`src/rtl/program_loader.sv`:
```
// Framed byte-stream loader for the instruction memory write port.
// Holds the CPU in reset until a checksum-verified image has been written.
module program_loader #(
    parameter int         SIZE      = 64,
    parameter logic [7:0] SYNC_BYTE = 8'hA5,
    parameter bit         BOOT_HOLD = 1'b1
) (
    input  logic        clk,
    input  logic        rst,
    input  logic        in_valid,
    input  logic [7:0]  in_data,
    output logic        in_ready,
    output logic        mem_we,
    output logic [31:0] mem_addr,
    output logic [31:0] mem_wdata,
    output logic        cpu_rst,
    output logic        busy,
    output logic        done,
    output logic        err
);

    typedef enum logic [2:0] {
        IDLE, CNT_LO, CNT_HI, DATA, WRITE, CHECK, DONE, ERR
    } state_t;

    localparam logic [15:0] MAX_CNT = 16'(SIZE);

    state_t      state_q, state_d;
    logic [15:0] count_q, count_d;
    logic [15:0] word_idx_q, word_idx_d;
    logic [1:0]  byte_idx_q, byte_idx_d;
    logic [7:0]  csum_q, csum_d;
    logic [31:0] word_q, word_d;
    logic        mem_we_q, mem_we_d;
    logic [31:0] mem_addr_q, mem_addr_d;
    logic [31:0] mem_wdata_q, mem_wdata_d;
    logic        cpu_rst_q, cpu_rst_d;
    logic        busy_q, busy_d;
    logic        done_q, done_d;
    logic        err_q, err_d;
    logic        acc;
    logic [15:0] cnt_next;

    assign in_ready  = (state_q != WRITE);
    assign acc       = in_valid && in_ready;
    assign mem_we    = mem_we_q;
    assign mem_addr  = mem_addr_q;
    assign mem_wdata = mem_wdata_q;
    assign cpu_rst   = cpu_rst_q;
    assign busy      = busy_q;
    assign done      = done_q;
    assign err       = err_q;

    always_comb begin
        state_d     = state_q;
        count_d     = count_q;
        word_idx_d  = word_idx_q;
        byte_idx_d  = byte_idx_q;
        csum_d      = csum_q;
        word_d      = word_q;
        mem_we_d    = 1'b0;
        mem_addr_d  = mem_addr_q;
        mem_wdata_d = mem_wdata_q;
        cpu_rst_d   = cpu_rst_q;
        busy_d      = busy_q;
        done_d      = done_q;
        err_d       = err_q;
        cnt_next    = {in_data, count_q[7:0]};

        unique case (state_q)
            IDLE, DONE, ERR: begin
                if (acc && in_data == SYNC_BYTE) begin
                    state_d    = CNT_LO;
                    csum_d     = 8'd0;
                    word_idx_d = 16'd0;
                    byte_idx_d = 2'd0;
                    cpu_rst_d  = 1'b1;
                    busy_d     = 1'b1;
                    done_d     = 1'b0;
                    err_d      = 1'b0;
                end
            end
            CNT_LO: begin
                if (acc) begin
                    count_d[7:0] = in_data;
                    state_d      = CNT_HI;
                end
            end
            CNT_HI: begin
                if (acc) begin
                    count_d = cnt_next;
                    if (cnt_next > MAX_CNT) begin
                        state_d = ERR;
                        busy_d  = 1'b0;
                        err_d   = 1'b1;
                    end else if (cnt_next == 16'd0) begin
                        state_d = CHECK;
                    end else begin
                        state_d = DATA;
                    end
                end
            end
            DATA: begin
                if (acc) begin
                    word_d[8*byte_idx_q +: 8] = in_data;
                    csum_d     = csum_q ^ in_data;
                    byte_idx_d = byte_idx_q + 2'd1;
                    if (byte_idx_q == 2'd3) begin
                        // Strobe is registered so it lines up with WRITE
                        state_d     = WRITE;
                        mem_we_d    = 1'b1;
                        mem_addr_d  = {16'd0, word_idx_q};
                        mem_wdata_d = word_d;
                    end
                end
            end
            WRITE: begin
                word_idx_d = word_idx_q + 16'd1;
                state_d    = (word_idx_d == count_q) ? CHECK : DATA;
            end
            CHECK: begin
                if (acc) begin
                    busy_d = 1'b0;
                    if (in_data == csum_q) begin
                        state_d   = DONE;
                        done_d    = 1'b1;
                        cpu_rst_d = 1'b0;
                    end else begin
                        state_d = ERR;
                        err_d   = 1'b1;
                    end
                end
            end
            default: state_d = IDLE;
        endcase
    end

    always_ff @(posedge clk) begin
        if (rst) begin
            state_q     <= IDLE;
            count_q     <= 16'd0;
            word_idx_q  <= 16'd0;
            byte_idx_q  <= 2'd0;
            csum_q      <= 8'd0;
            word_q      <= 32'd0;
            mem_we_q    <= 1'b0;
            mem_addr_q  <= 32'd0;
            mem_wdata_q <= 32'd0;
            cpu_rst_q   <= BOOT_HOLD;
            busy_q      <= 1'b0;
            done_q      <= 1'b0;
            err_q       <= 1'b0;
        end else begin
            state_q     <= state_d;
            count_q     <= count_d;
            word_idx_q  <= word_idx_d;
            byte_idx_q  <= byte_idx_d;
            csum_q      <= csum_d;
            word_q      <= word_d;
            mem_we_q    <= mem_we_d;
            mem_addr_q  <= mem_addr_d;
            mem_wdata_q <= mem_wdata_d;
            cpu_rst_q   <= cpu_rst_d;
            busy_q      <= busy_d;
            done_q      <= done_d;
            err_q       <= err_d;
        end
    end

endmodule

```
`config.mk`:
```
export PLATFORM = sky130hd
export DESIGN_NAME = program_loader
export DESIGN_NICKNAME = d
export VERILOG_FILES = /design/src/rtl/program_loader.sv
export SDC_FILE = /design/constraint.sdc
export NUM_CORES = 1
export LEC_CHECK = 0
export ABC_AREA = 1
export BUFFER_PORTS_ARGS = -buffer_cell sky130_fd_sc_hd__buf_2
export CAP_MARGIN = 0
export CORE_UTILIZATION = 55
export DETAILED_ROUTE_END_ITERATION = 8
export GPL_TIMING_DRIVEN = 0
export PLACE_DENSITY = 0.78
export SYNTH_ARGS = -nofsm -noshare
export SYNTH_HDL_FRONTEND = slang
export SYNTH_SLANG_ARGS = --single-unit
```
`constraint.sdc`:
```
create_clock -name clk -period 2.6 [get_ports clk]
set_input_delay 0.13 -clock clk [delete_from_list [all_inputs] [get_ports clk]]
set_output_delay 0.13 -clock clk [all_outputs]
set_load 0.01 [all_outputs]
```
==> results of run 1 <==
[layer usage]
metal | share of wire [%] | up-vias | track usage [%]
li1 | - | 2936 | -
met1 | 44 | 2743 | 36.54
met2 | 47 | 230 | 49.03
met3 | 6.4 | 45 | 6.869
met4 | 3.0 | 0 | 14.58
met5 | 0 | - | 0
[stage by stage]
stage	total power [uW]	area (um^2)	util, %	hold slack (ns)
2_1_floorplan	2388	6131	-	0.2982
3_3_place_gp	2482	6616	61.30	0.4349
3_5_place_dp	2486	6616	61.30	0.4392
4_1_cts	4873	7269	67.35	0.01494
5_1_grt	5031	7282	67.47	0.01719
6_report	4862	7282	67.47	0.03663
[power by group]
part	internal [uW]	switching (uW)	total [uW]	leakage [uW]
combinational	139	253	392	0.00185
clock	1490	913	2400	0.000281
sequential	2030	34.2	2070	0.00105
total	3660	1200	4860	0.00318
[worst max-delay path: stages, from the launching register on]
cell	delay, ns
dfxtp_1	0.45
buf_1	0.38
inv_1	0.17
ha_1	0.42
nor2_1	0.51
nand3_1	0.13
nor2_1	0.19
a21oi_1	0.08
a21oi_1	0.13
[cells by family after synthesis]
group	share of synthesized area, %
AND/OR/NAND/NOR	19.98
AO/OA/AOI/OAI	23.83
XOR/XNOR	2.225
adder cells (fa/ha/maj)	1.442
other	0.06173
flip-flops	42.84
buffers and inverters	9.619
[area by class of cell]
type / count / area, um^2
inverters: 70 / 262.8
clock inverters: 12 / 157.7
multi-input cells: 572 / 2965
repair buffers: 67 / 360.3
clock buffers: 20 / 435.4
fillers: 949 / 3511
well taps: 140 / 175.2
flip-flops and latches: 130 / 2603
plain buffers: 57 / 322.8
[placed cells by master, fill, tap and decap left out, types with 21 or more instances in the layout]
cell and n:
buf_2 73, nand2_1 137, inv_1 58, a21oi_1 127, o21ai_0 101, a22oi_1 21, clkbuf_1 22, dfxtp_1 130
nor2_1 40, nand3_1 45, buf_4 21
[registers in the layout, indices dropped and copies added, names as in the netlist]
register / flops
busy: 1
count_q: 16
cpu_rst: 1
mem_addr: 16
err: 1
byte_idx_q: 2
word_idx_q: 16
state_q: 3
csum_q: 8
mem_wdata: 32
word_q: 32
mem_we: 1
done: 1
[worst min-delay path by stage]
stage | startpoint | end | slack, ns | cells after the start
global placement | in_data[2] | count_q[10]$_SDFFE_PP0P_ | 0.43 | 3
finish | in_data[4] | count_q[12]$_SDFFE_PP0P_ | 0.04 | 3
floorplan | in_data[4] | count_q[12]$_SDFFE_PP0P_ | 0.30 | 2
detailed placement | in_data[2] | count_q[10]$_SDFFE_PP0P_ | 0.44 | 3
global route | in_data[5] | count_q[5]$_SDFFE_PP0P_ | 0.02 | 3
CTS | in_data[4] | count_q[12]$_SDFFE_PP0P_ | 0.01 | 3
[timing repair]
| action | CTS | global route |
|---|---|---|
| gates resized for setup | 2 | 5 |
| setup endpoints to repair | 26 | 43 |
| hold buffers | 5 | 0 |
| hold endpoints to repair | 10 | 0 |
==> metrics.csv, run 1 <==
metric,value,unit
cell area power density,667.7,mW/mm^2
final setup fails,0,
Worst VDD drop,0.0006167,V
Most used DFF post-synth,dfxtp_1,
CTS buffer count,17,
max_slew headroom,57.60,%
Mapped Area,0.006075,mm^2
Synth Instances,814,
Worst Path Required,3.06,ns
Buffers on Ports,62,
initial DRC count,465,
DRC,0,
initial antenna violation count,0,
clock skew,0.01300,ns
r2r worst-path depth,8,
IO Pins,81,
FP Rows,38,
nets,933,
GRT Total Usage,29.78,%
syn avg cell area,7.463,um^2
maximum clock path buffer count,2,
worst-skew pair later-pin latency,0.54,ns
H-tree depth,4,
"EDFF count, synth",0,
Synth top area share,42.84,%
Static Leak,0.003183,uW
clock sink count,130,
crit path from,byte_idx_q[0]$_SDFFE_PP0P_,
GPL Wtd Cong,0.8915,
crit-path max FO,10,
RSZ-0062 raised after global routing,true,
Via Count,5954,
"Seq/Total Area, Yosys",42.84,%
#FFs+latches synth,130,
post-CTS repair timing setup buffer count,0,
Final HPWL DP,11.18,mm
Synth area leaders,"dfxtp_1 (43%), a21oi_1 (10%), nand2_1 (8.5%)",
Post-Route WL,16.26,mm
drt pass-1 iters,5,
setup TNS,0,ns
post-place setup slack,-0.06585,ns
"Reg clk slew, reported paths",0.06,ns
"non-filler cells, final",1068,
Chip Height,107.1,um
Least-Margin Pin Slew,0.6360,ns
Initial Util,56.28,%
Post-DRT Antenna Nets,0,
worst r2r src,byte_idx_q[0]$_SDFFE_PP0P_,
Startpoint Class,flip-flop,
Fin. Hold Viols,0,
Synth cell types,41,
Ant. Diodes,0,
hold crit path type,primary input to flip-flop,
die area,0.01147,mm^2
Slew Limit Fails,0,
outcome,"finished, final reports clean",
Vias/cell,5.575,
Crit Path Category,flip-flop to flip-flop,
Worst setup EP type,flip-flop,
layout cells sized above 1,17.89,%
crit path time final,2.532,ns
Area Overhead vs Synth,19.88,%
"FFs w/ async S/R, synth",0,%
most numerous cell in the Yosys netlist,nand2_1,
first-pass GRT wire length,26.49,mm
CP Capture Point,word_q[2]$_SDFFE_PP0P_,
Worst Path Arrival,3.00,ns
average routed wire per standard cell,15.22,um
period utilization,97.40,%
largest net degree at the start of global routing,17,
core box area,0.01079,mm^2
Yosys warnings,0,
cell taking the most area after synthesis,dfxtp_1,
Die Wd,107.1,um
commonest cells in the netlist,"nand2_1 (137), dfxtp_1 (130), a21oi_1 (127)",
Inst Count DP,1031,
R2R Setup Slk,0.07,ns
grt ovf,0,
final setup margin,0.06767,ns
CTS tree,done,
vias in the first global route,5471,
Root Buffer,clkbuf_8,
Max Cap Viol,0,
reg2reg end,word_q[2]$_SDFFE_PP0P_,
fmax,394.9,MHz
Note: power is estimated with default switching activity, not from simulation.
==> run 2: changes to the inputs <==
--- a/config.mk
+++ b/config.mk
@@ -8,6 +8,7 @@
 export ABC_AREA = 1
 export BUFFER_PORTS_ARGS = -buffer_cell sky130_fd_sc_hd__buf_2
 export CAP_MARGIN = 0
+export CORE_MARGIN = 2
 export CORE_UTILIZATION = 55
 export DETAILED_ROUTE_END_ITERATION = 8
 export GPL_TIMING_DRIVEN = 0
@@ -15,3 +16,4 @@
 export SYNTH_ARGS = -nofsm -noshare
 export SYNTH_HDL_FRONTEND = slang
 export SYNTH_SLANG_ARGS = --single-unit
+export TNS_END_PERCENT = 100
==> metrics.csv, run 2 (synthesis results as in run 1) <==
metric,value,unit
nets,931,
grt ovf,0,
Inst Count DP,1031,
outcome,"finished, final reports clean",
Worst VDD drop,0.0003504,V
Register Area,0.002603,mm^2
initial DRC count,497,
Slew Limit Fails,0,
Worst Path Arrival,2.79,ns
die area,0.01190,mm^2
"commonest non-fill, non-tap cell in the layout",nand2_1,
Worst setup EP type,flip-flop,
hold_ws,0.03132,ns
layout cells sized above 1,18.36,%
cell area power density,656.8,mW/mm^2
"non-filler cells, final",1066,
Max Cap Viol,0,
period utilization,90.00,%
Startpoint Class,flip-flop,
vias in the first global route,5258,
Hold Path Depth,3,
Util after Layout,67.17,%
H-tree depth,4,
core box area,0.01079,mm^2
clock sink count,130,
first-pass GRT wire length,26.05,mm
Die Wd,109.1,um
Least-Margin Pin Slew,0.6375,ns
largest net degree at the start of global routing,17,
FP Rows,38,
initial antenna violation count,0,
Area Overhead vs Synth,19.34,%
Initial Util,56.28,%
Worst Path Required,3.05,ns
Via Count,5925,
Static Leak,0.003169,uW
"Reg clk slew, reported paths",0.06,ns
Chip Height,109.1,um
final setup fails,0,
fmax,427.3,MHz
most frequent cells in the layout,"nand2_1 (137), dfxtp_1 (130), a21oi_1 (127)",
max_slew headroom,57.50,%
Ant. Diodes,0,
setup TNS,0,ns
Vias/cell,5.558,
post-CTS repair timing setup buffer count,0,
Buffers on Ports,62,
maximum clock path buffer count,2,
crit-path max FO,10,
Post-Route WL,16.50,mm
fill count,959,
Multi-input gate area,0.002974,mm^2
CTS tree,done,
Root Buffer,clkbuf_8,
IO Pins,81,
Crit Path Category,flip-flop to flip-flop,
average routed wire per standard cell,15.48,um
crit path time final,2.340,ns
r2r worst-path depth,7,
total power,4762,uW
DRC,0,
GRT Total Usage,28.18,%
RSZ-0062 raised after global routing,false,
Fin. Hold Viols,0,
GPL Wtd Cong,0.9329,
hold crit path type,primary input to flip-flop,
drt pass-1 iters,7,
worst-skew pair later-pin latency,0.53,ns
Post-DRT Antenna Nets,0,
Final HPWL DP,11.22,mm
clock skew,0.009661,ns
CTS buffer count,17,
run 2: where the power goes:
group          switching, uW  total [uW]  leakage (uW)  internal, uW
Sequential              32.6        2070       0.00105          2030
Clock                    980        2300      0.000272          1320
Combinational            257         394       0.00185           137
run 2: worst max-delay path: stages, from the launching register on:
cell and delay (ns):
dfxtp_1 0.52, clkbuf_2 0.29, inv_1 0.13, ha_1 0.45
inv_1 0.16, nor3_4 0.36, a22oi_1 0.16, a21oi_1 0.21
run 2: layer usage:
metal | up-vias | track usage [%] | routed length (um)
li1 | 2935 | - | -
met1 | 2709 | 36.40 | 7105
met2 | 246 | 46.98 | 8017
met3 | 35 | 5.140 | 1078
met4 | 0 | 10.26 | 301
met5 | - | 0 | 0
run 2: path summary, 6_finish.rpt:
path                              startpoint                          to  slack [ns]
setup / recovery  byte_idx_q[0]$_SDFFE_PP0P_  mem_wdata[13]$_SDFFE_PP0P_        0.26
hold / removal                    in_data[7]     count_q[7]$_SDFFE_PP0P_        0.03
hold reg to reg             err$_SDFFE_PP0P_            err$_SDFFE_PP0P_        0.46
setup reg to reg  byte_idx_q[0]$_SDFFE_PP0P_  mem_wdata[13]$_SDFFE_PP0P_        0.26
run 2: final cells by class:
type | count | area share (%)
plain buffers | 57 | 4.470
clock buffers | 18 | 5.903
clock inverters | 14 | 1.968
inverters | 70 | 3.624
multi-input cells | 572 | 41.03
flip-flops and latches | 130 | 35.90
well taps | 140 | 2.416
repair buffers | 65 | 4.695
run 2: what timing repair did:
| item | CTS | global route |
|---|---|---|
| resized for setup | 2 | 8 |
| hold buffers | 3 | 0 |
| hold endpoints to repair | 5 | 0 |
| setup endpoints to repair | 23 | 25 |
run 2: metrics by stage:
step	instance area, um^2	worst slack, ns
2_1_floorplan	6131	0.5231
3_3_place_gp	6616	-0.03337
3_5_place_dp	6616	-0.1046
4_1_cts	7227	0.04714
5_1_grt	7249	0.1142
6_report	7249	0.2600
==> run 3: changes to the inputs <==
--- a/config.mk
+++ b/config.mk
@@ -8,6 +8,7 @@
 export ABC_AREA = 1
 export BUFFER_PORTS_ARGS = -buffer_cell sky130_fd_sc_hd__buf_2
 export CAP_MARGIN = 0
+export CORE_ASPECT_RATIO = 1.5
 export CORE_MARGIN = 2
 export CORE_UTILIZATION = 55
 export DETAILED_ROUTE_END_ITERATION = 8
==> metrics.csv, run 3 (synthesis results as in run 1) <==
metric,value,unit
Worst Hold Launch,in_data[2],
core box area,0.01088,mm^2
maximum clock path buffer count,2,
first-pass GRT wire length,26.57,mm
DRC,0,
GPL Wtd Cong,0.9030,
Worst VDD drop,0.0005570,V
Worst setup EP type,flip-flop,
Crit-path slowest cell,dfxtp_1,
RSZ-0062 raised after global routing,false,
Startpoint Class,flip-flop,
Area Overhead vs Synth,19.79,%
CTS tree,done,
nets,928,
Post-DRT Antenna Nets,0,
GRT Total Usage,27.61,%
crit path cell chain,clkbuf_2 -> inv_1 -> ha_1 -> nor2_1 -> nand3_1 -> nor2_1 -> a21oi_1 -> a21oi_1,
post-CTS repair timing setup buffer count,0,
crit path time final,2.420,ns
outcome,"finished, final reports clean",
crit path from,byte_idx_q[0]$_SDFFE_PP0P_,
fill count,946,
"commonest non-fill, non-tap cell in the layout",nand2_1,
cell area power density,684.5,mW/mm^2
Worst Path Required,2.95,ns
Buffers on Ports,62,
H-tree depth,4,
Max Cap Viol,0,
hold crit path type,primary input to flip-flop,
CTS buffer count,17,
average routed wire per standard cell,15.49,um
most frequent cells in the layout,"nand2_1 (137), dfxtp_1 (130), a21oi_1 (127)",
Multi-input gate area,0.002972,mm^2
max_slew headroom,55.97,%
clock sink count,130,
fmax,413.2,MHz
Final Instance Area,0.007277,mm^2
Chip Height,132.7,um
total power,4981,uW
Crit Path Category,flip-flop to flip-flop,
Final HPWL DP,11.65,mm
Post-Route WL,16.57,mm
largest net degree at the start of global routing,17,
layout cells sized above 1,17.88,%
Fin. Hold Viols,0,
Register Area,0.002603,mm^2
DP Area,0.006625,mm^2
Initial Util,55.84,%
FP Rows,47,
vias in the first global route,5547,
drt pass-1 iters,8,
Vias/cell,5.563,
Die Wd,89.81,um
worst-skew pair later-pin latency,0.42,ns
initial antenna violation count,0,
Ant. Diodes,0,
clock skew,0.008694,ns
"Reg clk slew, reported paths",0.06,ns
initial DRC count,463,
Root Buffer,clkbuf_16,
Static Leak,0.003181,uW
Slew Limit Fails,0,
worst r2r src,byte_idx_q[0]$_SDFFE_PP0P_,
Via Count,5952,
period utilization,93.08,%
Least-Margin Pin Slew,0.6605,ns
crit-path max FO,10,
IO Pins,81,
final setup fails,0,
Worst Path Arrival,2.77,ns
grt ovf,0,
die area,0.01192,mm^2
CP peak stage delay,0.51,ns
==> run 3: changes by cell type in the layout (fill, tap and decap cells not counted), moves of 2 or more <==
cell / before / now
dlygate4sd3_1: 3 / 0
bufinv_16: 1 / 4
clkinv_2: 0 / 2
clkinv_4: 3 / 1
inv_6: 6 / 0
clkbuf_1: 20 / 24
==> run 3: power breakdown <==
group	total (uW)	internal, uW	switching [uW]
Sequential	2070	2030	33.4
Clock	2520	1650	869
Combinational	392	134	257
==> run 3: metal layers <==
metal	vias up	global-route usage, %	part of all wire [%]
met4	0	15.30	4.4
met5	-	0	0
li1	2912	-	-
met3	62	5.524	6.4
met1	2732	31.00	38
met2	246	48.86	52
==> run 3: critical path: cells and delay by family (launching register included) <==
kind            cells  cell delay [ns]
compound gates      2             0.23
flops               1             0.51
fa+ha+maj           1             0.41
simple gates        3             0.77
buf+inv             2             0.43
==> run 3: area by class of cell <==
cell class                      instances  area share, %
Inverter                               70          3.611
Tap cell                              147          2.528
Buffer                                 57          4.453
Multi-Input combinational cell        572          40.84
Sequential cell                       130          35.76
Clock inverter                          9          2.115
Clock buffer                           23          6.431
Timing Repair Buffer                   62          4.264
==> run 3: worst paths after layout <==
kind         slack (ns)                  endpoint  depth (start not counted)
min                0.03  count_q[10]$_SDFFE_PP0P_                          3
max reg2reg        0.18    word_q[2]$_SDFFE_PP0P_                          8
max                0.18    word_q[2]$_SDFFE_PP0P_                          8
min reg2reg        0.46          err$_SDFFE_PP0P_                          2
==> run 3: timing repair <==
action,CTS,global route
gates resized for setup,0,9
hold buffers,0,0
hold endpoints to repair,0,0
setup endpoints to repair,30,48
==> run 3: per-stage QoR <==
step                instances  util (%)  hold WS (ns)  setup TNS [ns]  worst slack, ns
floorplan                 829         -        0.2982               0           0.5231
global placement         1038     60.90        0.4443          -1.205         -0.09168
detailed placement       1038     60.90        0.4451          -2.536          -0.1198
CTS                      1070     66.61       0.02555          -3.010          -0.1488
global route             1070     66.89       0.08451               0          0.01370
finish                   1070     66.89       0.03496               0           0.1800
